[src/rtl/imm_encoder.sv]
// ---------------------------------------------------------------------------
// imm_encoder
//   Packs a 32-bit immediate into the immediate fields of a RISC-V
//   instruction template (I/S/B/U/J formats). This is the inverse of the
//   immediate extender. Immediates that cannot be represented in the
//   selected format are flagged, and the template is passed through
//   unchanged.
//
// Ports
//   clk, rst_n             clock, asynchronous active-low reset
//   in_valid / in_ready    request handshake (in_ready is combinational)
//   base_instr, imm        instruction template and immediate to insert
//   ImmSrc                 000 I, 001 S, 010 B, 011 U, 100 J, others invalid
//   out_valid / out_ready  result handshake (registered output stage)
//   out_instr, out_err     encoded instruction, not-encodable flag
//   clr                    synchronous clear of the counters and the sticky flag
//   err_sticky             set by any errored request since reset or clr
//   enc_count, err_count   saturating counts of accepted and errored requests
// ---------------------------------------------------------------------------
module imm_encoder #(
    parameter int CNT_W = 16
) (
    input  logic             clk,
    input  logic             rst_n,
    input  logic             in_valid,
    output logic             in_ready,
    input  logic [31:0]      base_instr,
    input  logic [31:0]      imm,
    input  logic [2:0]       ImmSrc,
    output logic             out_valid,
    input  logic             out_ready,
    output logic [31:0]      out_instr,
    output logic             out_err,
    input  logic             clr,
    output logic             err_sticky,
    output logic [CNT_W-1:0] enc_count,
    output logic [CNT_W-1:0] err_count
);

    localparam logic [2:0] FMT_I = 3'b000;
    localparam logic [2:0] FMT_S = 3'b001;
    localparam logic [2:0] FMT_B = 3'b010;
    localparam logic [2:0] FMT_U = 3'b011;
    localparam logic [2:0] FMT_J = 3'b100;

    // Returns {err, instr}. On error the template is returned untouched.
    function automatic logic [32:0] encode(input logic [31:0] b,
                                           input logic [31:0] v,
                                           input logic [2:0]  fmt);
        logic        ok;
        logic [31:0] ins;
        ok  = 1'b0;
        ins = b;
        case (fmt)
            FMT_I: begin
                ok  = (v[31:11] == {21{v[31]}});
                ins = {v[11:0], b[19:0]};
            end
            FMT_S: begin
                ok  = (v[31:11] == {21{v[31]}});
                ins = {v[11:5], b[24:12], v[4:0], b[6:0]};
            end
            FMT_B: begin
                ok  = (v[31:12] == {20{v[31]}}) && !v[0];
                ins = {v[12], v[10:5], b[24:12], v[4:1], v[11], b[6:0]};
            end
            FMT_U: begin
                ok  = (v[11:0] == 12'h000);
                ins = {v[31:12], b[11:0]};
            end
            FMT_J: begin
                ok  = (v[31:20] == {12{v[31]}}) && !v[0];
                ins = {v[20], v[10:1], v[11], v[19:12], b[11:0]};
            end
            default: begin
                ok  = 1'b0;
                ins = b;
            end
        endcase
        return ok ? {1'b0, ins} : {1'b1, b};
    endfunction

    function automatic logic [CNT_W-1:0] sat_inc(input logic [CNT_W-1:0] c);
        return (&c) ? c : c + {{(CNT_W-1){1'b0}}, 1'b1};
    endfunction

    logic        accept;
    logic [32:0] enc_p0;

    assign in_ready = !out_valid || out_ready;
    assign accept   = in_valid && in_ready;
    assign enc_p0   = encode(base_instr, imm, ImmSrc);

    // ---- output register stage ----
    always_ff @(posedge clk or negedge rst_n) begin
        if (!rst_n) begin
            out_valid <= 1'b0;
            out_instr <= 32'h0;
            out_err   <= 1'b0;
        end else if (accept) begin
            out_valid <= 1'b1;
            out_instr <= enc_p0[31:0];
            out_err   <= enc_p0[32];
        end else if (out_ready) begin
            out_valid <= 1'b0;
        end
    end

    // Statistics: clr takes priority over a same-cycle acceptance.
    always_ff @(posedge clk or negedge rst_n) begin
        if (!rst_n) begin
            err_sticky <= 1'b0;
            enc_count  <= '0;
            err_count  <= '0;
        end else if (clr) begin
            err_sticky <= 1'b0;
            enc_count  <= '0;
            err_count  <= '0;
        end else if (accept) begin
            enc_count <= sat_inc(enc_count);
            if (enc_p0[32]) begin
                err_count  <= sat_inc(err_count);
                err_sticky <= 1'b1;
            end
        end
    end

endmodule

[config.mk]
export PLATFORM = sky130hd
export DESIGN_NAME = imm_encoder
export DESIGN_NICKNAME = d
export VERILOG_FILES = /design/src/rtl/imm_encoder.sv
export SDC_FILE = /design/constraint.sdc
export NUM_CORES = 1
export LEC_CHECK = 0
export CAP_MARGIN = 40
export CORE_AREA = 2 2 104 106
export CTS_CLUSTER_DIAMETER = 120
export DETAILED_ROUTE_END_ITERATION = 10
export DIE_AREA = 0 0 106 108
export PLACE_DENSITY = 0.75
export SETUP_SLACK_MARGIN = 0.15
export SLEW_MARGIN = 10
export SYNTH_ARGS = -nofsm -noshare
export SYNTH_HDL_FRONTEND = slang
export SYNTH_SLANG_ARGS = --single-unit
[constraint.sdc]
create_clock -name clk -period 1.9 [get_ports clk]
set_input_delay 0.475 -clock clk [delete_from_list [all_inputs] [get_ports clk]]
set_output_delay 0.475 -clock clk [all_outputs]
set_load 0.05 [all_outputs]
; Word level (Yosys, flattened, before mapping)
; Index checks and enable logic that the tools add are counted.
[word_totals]
regBits = 67
input_bits = 72
output_inout_bits = 68
wordCells = 49
[op_classes]
n_addsub = 2
eq_ne = 9
muxes = 15
n_reduce_logical = 17
[op_table]
columns = cell, n
row1 = case mux 32 bit (5 select lines), 1
row2 = 2-to-1 mux 16 bit, 7
row3 = 2-to-1 mux 33 bit, 1
row4 = "adder 16 x 1 -> 16 bit, second input constant", 2
row5 = AND reduction 16 bit, 2
row6 = == test 20 bit, 1
row7 = == test 19 bit, 1
row8 = logical NOT 12 bit, 1
row9 = == test 11 bit, 1
row10 = "== test 3 x 2 -> 1 bit, second input constant", 2
row11 = nonzero test 2 bit, 3
row12 = 2-to-1 mux 1 bit, 5
row13 = "!= test 2 bit, second input constant", 2
row14 = case mux 1 bit (4 select lines), 1
row15 = AND reduction 2 bit, 2
row16 = "== test 3 x 1 -> 1 bit, second input constant", 1
row17 = "== test 3 bit, second input constant", 1
row18 = logical AND 1 bit, 3
row19 = logical NOT 3 bit, 1
row20 = AND reduction 3 bit, 1
row21 = logical NOT 1 bit, 2
row22 = OR reduction 2 bit, 1
row23 = logical OR 1 bit, 1

; Logic depth before layout (Yosys ltp)
; Gate-level depths: netlist of run 1.
[depth]
ltp_word = 7
mapped_depth = 10
ltp_nobuf = 6

; Worst setup path after synthesis of run 1
; Ideal clock, no wire load.
[synth_path]
kind = register to register
startpoint = register out_valid
endpoint = register out_instr[26]
arrival_time_ns = 2.398
required_ns = 1.805
slack_ns = -0.593
path_stages_with_launch = 8
cell_sequence = dfrtp_1 -> nand2b_1 -> nand2_1 -> clkbuf_1 -> clkbuf_1 -> buf_1 -> nand2_1 -> o31ai_1
[synth_between]
elab_chain_len = 3
[synth_lines]
columns = item, line
row1 = "start, declared", 30  ; output logic out_valid,
row2 = "start signal, assigned", 97  ; out_valid <= 1'b0;
row3 = "start signal, assigned", 101  ; out_valid <= 1'b1;
row4 = "start signal, assigned", 105  ; out_valid <= 1'b0;
row5 = logical NOT 1 bit, 90  ; assign in_ready = !out_valid || out_ready;
row6 = logical OR 1 bit, 90
row7 = net in_ready, 26  ; output logic in_ready,
row8 = logical AND 1 bit, 91  ; assign accept = in_valid && in_ready;
row9 = "end signal, assigned", 102  ; out_instr <= enc_p0[31:0];
row10 = "end, declared", 32  ; output logic [31:0] out_instr,
; The timed path passes the listed nets, and every way through them passes these cells.
; A chain may end at the register's enable or synchronous reset.

; Worst setup path in the final report of run 1
[layout_path]
startpoint = input imm[31]
endpoint = register err_count[10]
[layout_between]
elab_chain_len = 6
elab_cells_between_ends = 9
cone_classes = eq/ne (3) / mux (2) / reduce/logical (4)
[layout_lines]
columns = item, line
row1 = "start, declared", 28  ; input logic [31:0] imm,
row2 = == test 19 bit / == test 11 bit (equally long branches), "64, 72"
row3 = logical AND 1 bit (on tied branches), "64, 72"
row4 = case mux 1 bit (4 select lines) *, 54  ; case (fmt)
row5 = 2-to-1 mux 33 bit *, 80  ; return ok ? {1'b0, ins} : {1'b1, b};
row6 = nonzero test 2 bit (no line) *, -
row7 = AND reduction 3 bit (no line) *, -
row8 = "end signal, assigned", 122  ; err_count <= sat_inc(err_count);
row9 = "end, declared", 37  ; output logic [CNT_W-1:0] err_count
; Mark *: on every way between the ends. The rest lies on a longest branch, timed or not.

==> impl_metrics.py, run 1 <==
metrics = {
    "route": {
        "routed_wl_um": 14200,
        "drc": 0,
        "avgRoutedWirePerCell_um": 18.6,
        "ant_nets": 0,
        "drt-vias-per-instance": 5.55,
        "initialDrtViolationCount": 182,
        "drt_pre_antenna_iters": 4,
        "routed-via-count": 4255,
    },
    "power_and_ir_drop": {
        "irDropWorstVdd_v": 0.000323,
        "p_leak_uw": 0.00294,
        "p_seq_share_pct": 39.3,
        "p_sw_share_pct": 35.5,
        "clockPowerShare_pct": 30.3,
        "combPwrFrac_pct": 30.4,
        "switching_power_uw": 1440,
        "intPower_uw": 2610,
        "power_density_nw_per_um2": 618,
    },
    "global_route": {
        "grt_pass1_vias": 4206,
        "grt.total_usage_pct": 23.7,
        "grt_max_degree": 33,
        "grt_pass1_wl_um": 21500,
        "grt-ovfl-total": 0,
        "antenna_found_initial": 0,
    },
    "synth": {
        "synth_top_cell_by_area": "dfrtp_1",
        "synth_edf_count": 0,
        "synth_top_area_share_pct": 44.9,
        "ys_async_sr_fraction_pct": 100,
        "yosysUniqueCellTypes": 55,
        "yosys_warnings": 0,
        "ys_top_cells_by_area": "dfrtp_1, nand2_1, nor2_1",
        "yosys_register_bits": 67,
        "synth_nets": 473,
        "syn_inst": 399,
        "syn_area_sq_um": 3730,
        "ys.flop_type": "dfrtp_1",
        "synth-seq-area-share_pct": 44.9,
        "avgSynthCellArea_sq_um": 9.36,
    },
    "placement": {
        "dpl.hpwl_um": 9290,
        "io_buffers": 139,
        "placed_area_sq_um": 5730,
        "dpl.cell_count": 730,
        "gp_congestion": 0.895,
    },
    "floorplan": {
        "initial_core_util_pct": 36.5,
        "num_rows": 37,
        "ios": 140,
        "coreArea_sq_um": 10200,
        "die_w_um": 106,
        "die_y_um": 108,
        "die_area_sq_um": 11400,
    },
    "clock_tree": {
        "clockBufferDepth": 2,
        "clkSlewWorstSetupHoldPaths_ns": 0.08,
        "cts_sinks": 67,
        "cts_tree": "built",
        "h-tree-depth": 3,
        "cts_hold_buf": 0,
        "clock_latency_ns": 0.35,
        "cts_buffers": 9,
        "cts_root_buffer": "clkbuf_8",
    },
    "sta": {
        "post-route-period-util_pct": 117,
        "hold_viol": 0,
        "holdWs_ns": 0.0543,
        "fmax_mhz": 451,
        "rsz0062_at_grt": "yes",
        "finClkSkew_ns": 0.00890,
        "worst-slew-pin-transition_ns": 0.426,
        "fin_crit_ns": 2.22,
        "setup_viol": 43,
        "worst_slack_ns": -0.316,
        "relSlewSlack_pct": 71.6,
        "slew_violations": 0,
        "tns_ns": -9.56,
    },
    "job": {
        "maxCapViolCount": 0,
    },
    "worst_setup_path": {
        "cp_max_fo": 6,
        "worstPathRequired_ns": 2.17,
        "crit_arrival_ns": 2.49,
        "startpoint_type": "input port",
        "end_kind": "flip-flop",
        "crit_type": "input port to flip-flop",
        "r2r_slack_ns": -0.20,
    },
    "finish": {
        "area_growth_pct": 75.1,
        "fin_cells": 766,
        "diodes": 0,
        "regArea_sq_um": 1700,
        "final_nets": 699,
        "fillers": 831,
        "fin_area_sq_um": 6540,
        "multi_input_area_sq_um": 2350,
        "drive_gt1_share_pct": 46.0,
        "utilization_pct": 63.9,
    },
    "min_path": {
        "min_path_type": "input port to asynchronous set/reset pin",
    },
    "status": {
        "violations": "setup timing",
        "outcome": "finished, violations left",
    },
}
==> power by group through the flow <==
stage          clock network (uW)  registers, uW  logic [uW]
2_1_floorplan                   0           1970         263
3_3_place_gp                    0           1620        1150
3_5_place_dp                    0           1620        1170
4_1_cts                      1240           1590        1190
5_1_grt                      1320           1600        1290
6_report                     1230           1590        1230
==> Yosys cell counts (5+ instances only) <==
| master | count |
|---|---|
| a21o_1 | 6 |
| a21oi_1 | 26 |
| a221o_1 | 8 |
| a221oi_1 | 6 |
| a32o_1 | 5 |
| and2_1 | 9 |
| and3_1 | 7 |
| and4_1 | 5 |
| buf_2 | 5 |
| buf_6 | 5 |
| clkbuf_1 | 17 |
| dfrtp_1 | 67 |
| nand2_1 | 51 |
| nand3_1 | 19 |
| nand4_1 | 8 |
| nor2_1 | 38 |
| nor2b_1 | 6 |
| nor4_1 | 11 |
| o21ai_0 | 6 |
| o31ai_1 | 12 |
| or4_1 | 8 |
| xor2_1 | 14 |
==> per-stage QoR <==
step | setup WS [ns] | power, uW
2_1_floorplan | -0.389 | 2230
3_3_place_gp | -1.03 | 2760
3_5_place_dp | -1.01 | 2780
4_1_cts | -0.214 | 4020
5_1_grt | -0.402 | 4210
6_report | -0.316 | 4040
==> metal layers <==
metal	up-vias	wire (um)	track usage [%]
met1	2117	5840	30.2
met2	182	7160	40.4
met4	0	270	7.52
met3	24	947	4.88
li1	1932	-	-
met5	-	0	0
==> cell usage in the layout, fill, tap and decap left out, types with 4 or more instances in the layout <==
| cell | count |
|---|---|
| nand4_1 | 8 |
| buf_12 | 8 |
| nor4_4 | 7 |
| clkbuf_8 | 9 |
| clkbuf_2 | 4 |
| clkdlybuf4s15_1 | 6 |
| nor2_1 | 38 |
| a221o_1 | 8 |
| dfrtp_2 | 17 |
| buf_2 | 8 |
| nand2_1 | 49 |
| clkdlybuf4s50_1 | 34 |
| a21oi_1 | 18 |
| o31ai_4 | 4 |
| and3_1 | 7 |
| a221oi_2 | 5 |
| o21ai_1 | 6 |
| buf_6 | 10 |
| nand3_2 | 5 |
| a21o_1 | 6 |
| xor2_1 | 14 |
| nor2b_1 | 6 |
| dlygate4sd2_1 | 14 |
| buf_4 | 151 |
| and2_1 | 9 |
| dfrtp_1 | 50 |
| xnor2_1 | 4 |
| nor4_1 | 4 |
| buf_8 | 5 |
| a21oi_2 | 7 |
| or4_4 | 6 |
| nand3_1 | 14 |
| o31ai_1 | 6 |
| a32o_1 | 5 |
==> path summary, 6_finish.rpt <==
path | startpoint | depth (start not counted) | to
setup / recovery | imm[31] | 12 | err_count[10]
hold / removal | rst_n | 1 | out_instr[19]
setup reg to reg | err_count[9] | 6 | err_count[12]
hold reg to reg | out_instr[1] | 2 | out_instr[1]
max in group asynchronous | rst_n | 2 | enc_count[9]
min in group clk | in_valid | 2 | out_valid
==> layout make-up <==
type                       count  share of cell area (%)
multi-input combinational    302                    35.9
timing repair buffer         244                    32.5
sequential                    67                    26.0
tap                          136                    2.60
clock buffer                  10                    1.95
clock inverter                 6                   0.995
inverter                       1                  0.0574
==> logic make-up (layout without fill, tap and decap cells) <==
logic type / Yosys count / after routing / synth area share [%]
flip-flops: 67 / 67 / 44.9
AND/OR/NAND/NOR: 180 / 180 / 25.2
multiplexers: 8 / 8 / 2.31
buffers and inverters: 30 / 261 / 4.22
adder cells (fa/ha/maj): 2 / 2 / 0.670
AO/OA/AOI/OAI: 94 / 94 / 18.5
XOR/XNOR: 18 / 18 / 4.22
==> repair_timing <==
action                                  CTS  global route
endpoints found under the hold margin     0             0
buffers inserted                          8            11
cloned                                    1             0
endpoints found under the setup margin   57            55
pin swaps                                28            24
gates resized for setup                 123            59
==> state kept, by name, indices dropped and copies added, names as in the netlist <==
| signal | count |
|---|---|
| out_err | 1 |
| enc_count | 16 |
| out_valid | 1 |
| err_count | 16 |
| out_instr | 32 |
| err_sticky | 1 |
==> worst max-delay path: stages <==
cell      delay [ns]
buf_8           0.11
buf_4           0.13
xor2_1          0.20
nor4_1          0.08
o221ai_2        0.20
buf_4           0.15
a22oi_4         0.09
buf_12          0.16
buf_16          0.13
buf_6           0.12
or4_4           0.48
a21oi_2         0.16
No activity file was read; power rests on OpenSTA's default activity.
==> run 2, diff against run 1 <==
CORE_AREA = 2 2 100 102   (was 2 2 104 106)
CTS_CLUSTER_SIZE = 30   (was unset)
DIE_AREA = 0 0 102 104   (was 0 0 106 108)
PLACE_DENSITY = 0.8   (was 0.75)
==> run 2 against run 1 <==
Against the previous run:
- the run still ends with setup timing left
- wire length decreased by 0.57%
- sequential share of layout area about the same
- sequential power is essentially flat
- fmax grew 1.0%
- non-clock buffer count is 7 lower
- power rose by 1.2%
- register-to-register slack better by 0.02 ns
- clock-buffer cell count increased by 1
- largest cell class unchanged
- largest power group unchanged
- highest routed layer unchanged
==> impl_metrics.py, run 2 (synthesized netlist as in run 1, its figures left out) <==
metrics = {
    "floorplan": {
        "die_area_sq_um": 10600,
        "num_rows": 36,
        "ios": 140,
        "die_w_um": 102,
        "die_y_um": 104,
        "coreArea_sq_um": 9550,
        "initial_core_util_pct": 39.1,
    },
    "clock_tree": {
        "cts_sinks": 67,
        "cts_tree": "built",
        "h-tree-depth": 3,
        "clock_latency_ns": 0.36,
        "clockBufferDepth": 2,
        "cts_hold_buf": 0,
        "cts_buffers": 9,
        "cts_root_buffer": "clkbuf_8",
        "clkSlewWorstSetupHoldPaths_ns": 0.09,
    },
    "sta": {
        "setup_viol": 43,
        "worst_slack_ns": -0.294,
        "finClkSkew_ns": 0.0151,
        "post-route-period-util_pct": 115,
        "fmax_mhz": 456,
        "holdWs_ns": 0.101,
        "hold_viol": 0,
        "relSlewSlack_pct": 67.9,
        "slew_violations": 0,
        "fin_crit_ns": 2.19,
        "worst-slew-pin-transition_ns": 0.478,
        "rsz0062_at_grt": "yes",
    },
    "worst_setup_path": {
        "crit_arrival_ns": 2.43,
        "worst_path_most_repeated_cell": "buf_12",
        "worst_path_max_delay_cell": "or3_4",
        "cp_max_fo": 6,
        "startpoint_type": "input port",
        "end_kind": "flip-flop",
        "cp_cell_sequence": "buf_12 > buf_6 > or3_4 > nor4_4 > o22ai_4 > a22oi_4 > buf_12 > buf_12 > nor4_4 > mux2_4",
        "r2r_slack_ns": -0.18,
        "worstPathRequired_ns": 2.14,
        "max_stage_delay_ns": 0.38,
        "crit_type": "input port to flip-flop",
    },
    "min_path": {
        "min_path_type": "input port to asynchronous set/reset pin",
    },
    "route": {
        "routed_wl_um": 14100,
        "initialDrtViolationCount": 163,
        "routed-via-count": 4257,
        "ant_nets": 0,
        "drt_pre_antenna_iters": 4,
        "drt-vias-per-instance": 5.62,
        "avgRoutedWirePerCell_um": 18.7,
        "drc": 0,
    },
    "placement": {
        "gp_congestion": 0.891,
        "dpl.cell_count": 718,
        "place_ws_ns": -1.02,
        "dpl.hpwl_um": 8810,
        "io_buffers": 139,
        "placed_area_sq_um": 5630,
    },
    "finish": {
        "fin_cells": 757,
        "top_register": "out_instr",
        "regArea_sq_um": 1700,
        "area_growth_pct": 74.9,
        "drive_gt1_share_pct": 46.6,
        "fin_area_sq_um": 6530,
        "fillers": 722,
        "diodes": 0,
        "multi_input_area_sq_um": 2350,
        "largestRegisters": "out_instr (32), enc_count (16), err_count (16)",
        "layout_common_cells": "buf_4, dfrtp_1, nand2_1",
        "largest_reg_flops": 32,
        "final_nets": 693,
        "layout_commonest_cell": "buf_4",
    },
    "status": {
        "outcome": "finished, violations left",
        "violations": "setup timing",
    },
    "power_and_ir_drop": {
        "irDropWorstVdd_v": 0.000347,
        "power_density_nw_per_um2": 626,
        "total_power_uw": 4090,
        "p_leak_uw": 0.00292,
    },
    "global_route": {
        "grt_max_degree": 68,
        "grt.total_usage_pct": 25.2,
        "grt-ovfl-total": 0,
        "grt_pass1_wl_um": 21200,
        "grt_pass1_vias": 4210,
        "antenna_found_initial": 0,
    },
    "job": {
        "maxCapViolCount": 0,
    },
}
[run 2: through the flow]
step / setup TNS (ns) / util [%]
global placement: -41.92 / 59.0
detailed placement: -44.93 / 59.0
CTS: -5.31 / 65.1
floorplan: -12.59 / -
global route: -11.14 / 68.4
finish: -8.97 / 68.4
[run 2: repair_timing]
action	in CTS	in global routing
cloned	3	2
setup buffers	11	7
endpoints found under the setup margin	54	52
pin swaps	37	24
gates resized for setup	128	58
[run 2: critical path: cells and delay by family]
| kind | cells | cell delay (ns) |
|---|---|---|
| AND/OR/NAND/NOR | 3 | 0.71 |
| buffers and inverters | 4 | 0.50 |
| AO/OA/AOI/OAI | 2 | 0.43 |
| multiplexers | 1 | 0.30 |
[run 2: cell type report]
class / count / share of cell area [%]
Sequential cell: 67 / 26.0
Clock inverter: 5 / 0.939
Inverter: 1 / 0.0575
Timing Repair Buffer: 237 / 32.2
Tap cell: 133 / 2.55
Multi-Input combinational cell: 303 / 36.1
Clock buffer: 11 / 2.16
[run 2: per-layer routing]
metal  wire length (um)  up-vias  GRT usage (%)  part of all wire [%]
li1                   -     1931              -                     -
met1               5450     2086           30.5                    39
met2               7200      203           42.2                    51
met3               1010       37           5.51                   7.1
met4                474        0           11.4                   3.4
met5                  0        -              0                     0
[run 2: path summary, 6_finish.rpt]
path,start,endpoint,cells past startpoint
worst max-delay path,imm[31],err_count[15],10
worst max register to register,err_count[8],err_count[4],6
min in group clk,in_valid,out_valid,2
max in group asynchronous,rst_n,err_count[9],2
worst min register to register,out_instr[0],out_instr[0],2
worst min-delay path,rst_n,out_instr[25],2
[run 2: report_power, final]
| group | switching [uW] | internal [uW] | leakage [uW] |
|---|---|---|---|
| clock network | 612 | 650 | 0.000104 |
| registers | 63.9 | 1530 | 0.000840 |
| logic | 764 | 474 | 0.00198 |
==> run 3, diff against run 2 <==
CAP_MARGIN = 20   (was 40)
==> results of run 3 <==
Final layout, timing and power as in run 2 (identical DEF).
